File: config.mk
export PLATFORM = sky130hd
export DESIGN_NAME = load_store_unit
export DESIGN_NICKNAME = d
export VERILOG_FILES = /design/src/rtl/load_store_unit.sv
export SDC_FILE = /design/constraint.sdc
export NUM_CORES = 1
export LEC_CHECK = 0
export BUFFER_PORTS_ARGS = -buffer_cell sky130_fd_sc_hd__buf_4
export CAP_MARGIN = 0
export CELL_PAD_IN_SITES_DETAIL_PLACEMENT = 1
export CELL_PAD_IN_SITES_GLOBAL_PLACEMENT = 1
export CORE_MARGIN = 10
export CORE_UTILIZATION = 30
export DETAILED_ROUTE_END_ITERATION = 10
export HOLD_SLACK_MARGIN = 0.08
export PLACE_DENSITY_LB_ADDON = 0.08
export SETUP_SLACK_MARGIN = 0.4
export SYNTH_ARGS = -nofsm -noshare
export SYNTH_HDL_FRONTEND = slang
export SYNTH_SLANG_ARGS = --single-unit
File: constraint.sdc
create_clock -name clock -period 3.1 [get_ports clock]
set_clock_uncertainty 0.05 [all_clocks]
set_input_delay 0.62 -clock clock [delete_from_list [all_inputs] [get_ports clock]]
set_output_delay 0.62 -clock clock [all_outputs]
set_load 0.1 [all_outputs]
File: src/rtl/load_store_unit.sv
// Load/store unit: turns byte/halfword/word requests into word-wide memory accesses,
// with read-modify-write for sub-word stores. Optional macro: MISALIGN_TRAP_EN.
module load_store_unit #(
    parameter int ADDR_W    = 32,
    parameter int MEM_WORDS = 32
) (
    input  logic              clock,
    input  logic              reset_n,
    input  logic              req_valid,
    input  logic              req_write,
    input  logic [1:0]        req_size,
    input  logic              req_signed,
    input  logic [ADDR_W-1:0] req_addr,
    input  logic [31:0]       req_wdata,
    output logic              stall,
    output logic              done,
    output logic [31:0]       rdata,
    output logic              misalign_err,
    output logic              mem_read,
    output logic              mem_write,
    output logic [ADDR_W-1:0] mem_addr,
    output logic [31:0]       mem_wdata,
    input  logic [31:0]       mem_rdata
);

    localparam int IDX_W = $clog2(MEM_WORDS);

    typedef enum logic [2:0] {IDLE, ACCESS, RMW_RD, RMW_WR, DONE} state_e;

    state_e            state_q, state_d;
    logic [ADDR_W-1:0] addr_q, addr_d;
    logic [1:0]        size_q, size_d;
    logic              signed_q, signed_d;
    logic              write_q, write_d;
    logic [31:0]       wdata_q, wdata_d;
    logic [31:0]       merge_q, merge_d;
    logic [31:0]       rdata_q, rdata_d;
    logic [ADDR_W-1:0] word_addr;
`ifdef MISALIGN_TRAP_EN
    logic              misalign_q, misalign_d;
`endif

    // Selects the addressed lane, moves it to bit 0 and extends it.
    function automatic logic [31:0] load_extend(input logic [31:0] word, input logic [1:0] lane,
                                                input logic [1:0] size, input logic sgn);
        logic [7:0]  b;
        logic [15:0] h;
        b = word[{lane, 3'b000} +: 8];
        h = lane[1] ? word[31:16] : word[15:0];
        case (size)
            2'b00:   return {{24{sgn & b[7]}}, b};
            2'b01:   return {{16{sgn & h[15]}}, h};
            default: return word;
        endcase
    endfunction

    function automatic logic [31:0] store_merge(input logic [31:0] old, input logic [31:0] wd,
                                                input logic [1:0] lane, input logic [1:0] size);
        logic [31:0] res;
        res = old;
        case (size)
            2'b00: res[{lane, 3'b000} +: 8] = wd[7:0];
            2'b01: begin
                if (lane[1]) res[31:16] = wd[15:0];
                else         res[15:0]  = wd[15:0];
            end
            default: res = wd;
        endcase
        return res;
    endfunction

`ifdef MISALIGN_TRAP_EN
    function automatic logic is_misaligned(input logic [1:0] size, input logic [1:0] lo);
        return ((size == 2'b01) && lo[0]) || (size[1] && (lo != 2'b00));
    endfunction
`endif

    // Upper address bits beyond the memory index pass through untouched.
    assign word_addr = {addr_q[ADDR_W-1:IDX_W+2], addr_q[IDX_W+1:2], 2'b00};

    always_comb begin
        // NOTE: every combinational output gets a default first so no path infers a latch.
        state_d   = state_q;
        addr_d    = addr_q;
        size_d    = size_q;
        signed_d  = signed_q;
        write_d   = write_q;
        wdata_d   = wdata_q;
        merge_d   = merge_q;
        rdata_d   = rdata_q;
`ifdef MISALIGN_TRAP_EN
        misalign_d = misalign_q;
`endif
        mem_read  = 1'b0;
        mem_write = 1'b0;
        mem_addr  = '0;
        mem_wdata = '0;

        case (state_q)
            IDLE: begin
                if (req_valid) begin
                    addr_d   = req_addr;
                    size_d   = req_size;
                    signed_d = req_signed;
                    write_d  = req_write;
                    wdata_d  = req_wdata;
                    rdata_d  = '0;
                    state_d  = (req_write && !req_size[1]) ? RMW_RD : ACCESS;
`ifdef MISALIGN_TRAP_EN
                    misalign_d = 1'b0;
                    if (is_misaligned(req_size, req_addr[1:0])) begin
                        misalign_d = 1'b1;
                        state_d    = DONE;
                    end
`endif
                end
            end
            ACCESS: begin
                mem_addr = word_addr;
                if (write_q) begin
                    mem_write = 1'b1;
                    mem_wdata = wdata_q;
                end else begin
                    mem_read = 1'b1;
                    rdata_d  = load_extend(mem_rdata, addr_q[1:0], size_q, signed_q);
                end
                state_d = DONE;
            end
            RMW_RD: begin
                mem_addr = word_addr;
                mem_read = 1'b1;
                merge_d  = mem_rdata;
                state_d  = RMW_WR;
            end
            RMW_WR: begin
                mem_addr  = word_addr;
                mem_write = 1'b1;
                mem_wdata = store_merge(merge_q, wdata_q, addr_q[1:0], size_q);
                state_d   = DONE;
            end
            DONE: begin
                state_d = IDLE;
            end
            default: state_d = IDLE;
        endcase
    end

    // NOTE: mem_read/mem_write decode straight from state_q, so the async reset drops them
    // immediately and a half-finished RMW write never reaches the memory's negedge sample.
    always_ff @(posedge clock or negedge reset_n) begin
        if (!reset_n) begin
            state_q  <= IDLE;
            addr_q   <= '0;
            size_q   <= '0;
            signed_q <= 1'b0;
            write_q  <= 1'b0;
            wdata_q  <= '0;
            merge_q  <= '0;
            rdata_q  <= '0;
`ifdef MISALIGN_TRAP_EN
            misalign_q <= 1'b0;
`endif
        end else begin
            // NOTE: state registers use non-blocking assignment so all flops update together.
            state_q  <= state_d;
            addr_q   <= addr_d;
            size_q   <= size_d;
            signed_q <= signed_d;
            write_q  <= write_d;
            wdata_q  <= wdata_d;
            merge_q  <= merge_d;
            rdata_q  <= rdata_d;
`ifdef MISALIGN_TRAP_EN
            misalign_q <= misalign_d;
`endif
        end
    end

    assign done  = (state_q == DONE);
    assign stall = req_valid & ~done;
    assign rdata = rdata_q;
`ifdef MISALIGN_TRAP_EN
    assign misalign_err = done & misalign_q;
`else
    assign misalign_err = 1'b0;
`endif

endmodule

==> results.sh <==
export IMPL_outcome="complete, but fails checks"
export IMPL_failed_checks="negative setup slack"
export IMPL_grt_overflow_total=0
export IMPL_finalWorstSetupSlack_ps=-20.1
export IMPL_clk_pin_slew_worst_paths_ps=60
export IMPL_nFillCells=2520
export IMPL_cts_sinks=135
export IMPL_clockBufferDepth=2
export IMPL_p_int_mw=7.16
export IMPL_power_frac_comb_pct=62.7
export IMPL_cp_required_ps=2430
export IMPL_min_delay_path_class="in -> async"
export IMPL_finalCritPeriodShare_pct=101
export IMPL_drive_gt1_share_pct=50.2
export IMPL_synth_edf_count=0
export IMPL_initial_utilization_pct=30.7
export IMPL_syn_avg_cell_area_um2=10.7
export IMPL_ys_ff_latch=135
export IMPL_nets=1028
export IMPL_criticalPathCategory="reg -> out"
export IMPL_ir_worst_vdd_mv=0.796
export IMPL_wl_um=30300
export IMPL_power_density_nw_per_um2=1320
export IMPL_async_flop_share_pct=100
export IMPL_yosysWarnings=0
export IMPL_fp_row_count=56
export IMPL_final_cells=1253
export IMPL_root_buffer="clkbuf_16"
export IMPL_grt_max_degree=60
export IMPL_slew_violations=0
export IMPL_p_switching_mw=7.84
export IMPL_die_w_um=175
export IMPL_dp_hpwl_um=21800
export IMPL_fin_area_um2=11300
export IMPL_dr_total_vias=6591
export IMPL_fin_crit_ps=3120
export IMPL_yosysUniqueCellTypes=53
export IMPL_cts_hold_buf=0
export IMPL_r2r_end="rdata[26]"
export IMPL_hold_violations=0
export IMPL_routabilityCongestion=0.852
export IMPL_cts_buffers=17
export IMPL_seq_power_share_pct=23.1
export IMPL_swShare_pct=52.2
export IMPL_cts_tree="built"
export IMPL_worst_setup_path_end_kind="output pin"
export IMPL_clkLatencyLatePin_ps=430
export IMPL_power_leakage_nw=4.91
export IMPL_ios=204
export IMPL_setup_violations=6
export IMPL_maxCapViolCount=0
export IMPL_clock_power_share_pct=14.2
export IMPL_cp_data_arrival_time_ps=2450
export IMPL_drt_iter0_drc=314
export IMPL_yosys_most_used_dff="dfrtp_1"
export IMPL_worstMarginPinSlew_ps=774
export IMPL_max_freq_mhz=321
export IMPL_vias_per_cell=5.26
export IMPL_grt_pass1_vias=7381
export IMPL_layout_commonest_cell="buf_4"
export IMPL_ant_nets=0
export IMPL_placed_area_um2=9540
export IMPL_wire_per_inst_um=24.2
export IMPL_synthCells=679
export IMPL_start_kind="flip-flop"
export IMPL_antenna_found_initial=1
export IMPL_first_pass_iters=7
export IMPL_slew_limit_headroom_pct=48.2
export IMPL_core_region_area_um2=23600
export IMPL_pre_cts_slack_ps=258
export IMPL_htreeDepth=4
export IMPL_placement_io_buffers=200
export IMPL_reg2regPathDepth=6
export IMPL_area_growth_pct=56.4
export IMPL_rr_startpoint="state_q[2]"
export IMPL_dpl_cell_count=1179
export IMPL_ys_seq_area_share_pct=46.6
export IMPL_rrSetupSlack_ps=810
export IMPL_grt_setup_unrepaired="true"
export IMPL_cp_max_fo=4
export IMPL_mostFrequentLayoutCells="buf_4, dfrtp_1, mux2_2"
export IMPL_grt_pass1_wl_um=45600
export IMPL_drc=0
export IMPL_syn_cell_area_um2=7250
export IMPL_grt_usage_pct=19.1
export IMPL_fp_dieH_um=175
export IMPL_die_area_um2=30800
[synthesized netlist by cell type, drive strengths merged, types with 14 or more instances]
cell type / n / area [um2]
inv: 14 / 52.6
a21oi: 21 / 105
dfrtp: 135 / 3380
nand2: 68 / 255
nor3: 19 / 95.1
buf: 34 / 216
a22oi: 34 / 255
o21ai: 45 / 225
and2: 33 / 206
clkbuf: 17 / 65.1
mux2: 98 / 1100
nor2: 21 / 86.3
[final cells by class]
type | instances | area (um2) | area share (%)
inverters | 15 | 67.6 | 0.596
well taps | 319 | 399 | 3.52
diodes | 1 | 2.50 | 0.0221
repair buffers | 271 | 2650 | 23.3
clock buffers | 22 | 494 | 4.36
clock inverters | 10 | 116 | 1.03
multi-input cells | 480 | 4220 | 37.3
flip-flops and latches | 135 | 3380 | 29.9
[kinds of logic (layout without fill, tap and decap cells)]
| group | after synthesis | after routing | share of synthesized area [%] |
|---|---|---|---|
| AOI/OAI and AO/OA | 176 | 176 | 17.0 |
| buffers and inverters | 66 | 318 | 4.66 |
| DFF | 135 | 135 | 46.6 |
| adders and majority gates | 5 | 5 | 0.863 |
| muxes | 111 | 111 | 17.2 |
| and+or+nand+nor | 185 | 185 | 13.7 |
| other | 1 | 4 | 0.0517 |
[how the worst max path moves through the flow]
stage,start,endpoint,depth (start not counted)
after floorplan,addr_q[0],mem_wdata[19],7
after global placement,addr_q[0],mem_wdata[3],8
after detailed placement,addr_q[1],mem_wdata[5],8
after CTS,addr_q[0],mem_wdata[5],8
after global routing,addr_q[1],mem_wdata[20],7
final,addr_q[1],mem_wdata[20],7
[critical path: stages (launching register included)]
cell and delay [ps]:
dfrtp_2 420, inv_4 60, ha_4 300, nand4bb_1 180
or3_4 470, buf_6 140, o221ai_4 230, buf_12 220
[through the flow]
step                      setup TNS, ps  utilization (%)  hold slack, ps  power, mW
after floorplan                    -986                -             274       9.46
after global placement                0             40.4             409       11.4
after detailed placement              0             40.4             418       11.5
after CTS                             0             46.4             157       14.5
after global routing               -886             48.0             176       15.7
final                             -62.8             48.0             120       15.0
[registers in the layout, summed over array words and instances (netlist names)]
| register | cells |
|---|---|
| addr_q | 32 |
| merge_q | 32 |
| rdata | 32 |
| wdata_q | 32 |
| state_q | 3 |
| size_q | 2 |
| signed_q | 1 |
| write_q | 1 |
[power by group through the flow]
stage	logic, mW	registers, mW	clock network (mW)
2_1_floorplan	5.60	3.85	0
3_3_place_gp	7.98	3.38	0
3_5_place_dp	8.12	3.42	0
4_1_cts	8.96	3.41	2.18
5_1_grt	9.90	3.56	2.26
6_report	9.40	3.46	2.13
[metal layers]
layer / track usage (%) / vias to the layer above / share of wire [%]
met5: 0 / - / 0
met4: 6.50 / 0 / 2.2
met3: 6.80 / 41 / 8.3
met1: 23.2 / 3351 / 41
met2: 30.9 / 226 / 48
li1: - / 2973 / -
[what timing repair did]
action / CTS / global route
endpoints found under the setup margin: 36 / 62
gates resized for setup: 129 / 71
buffers inserted: 28 / 9
cloned: 2 / 2
pin swaps: 32 / 38
Note: power is estimated with default switching activity, not from simulation.
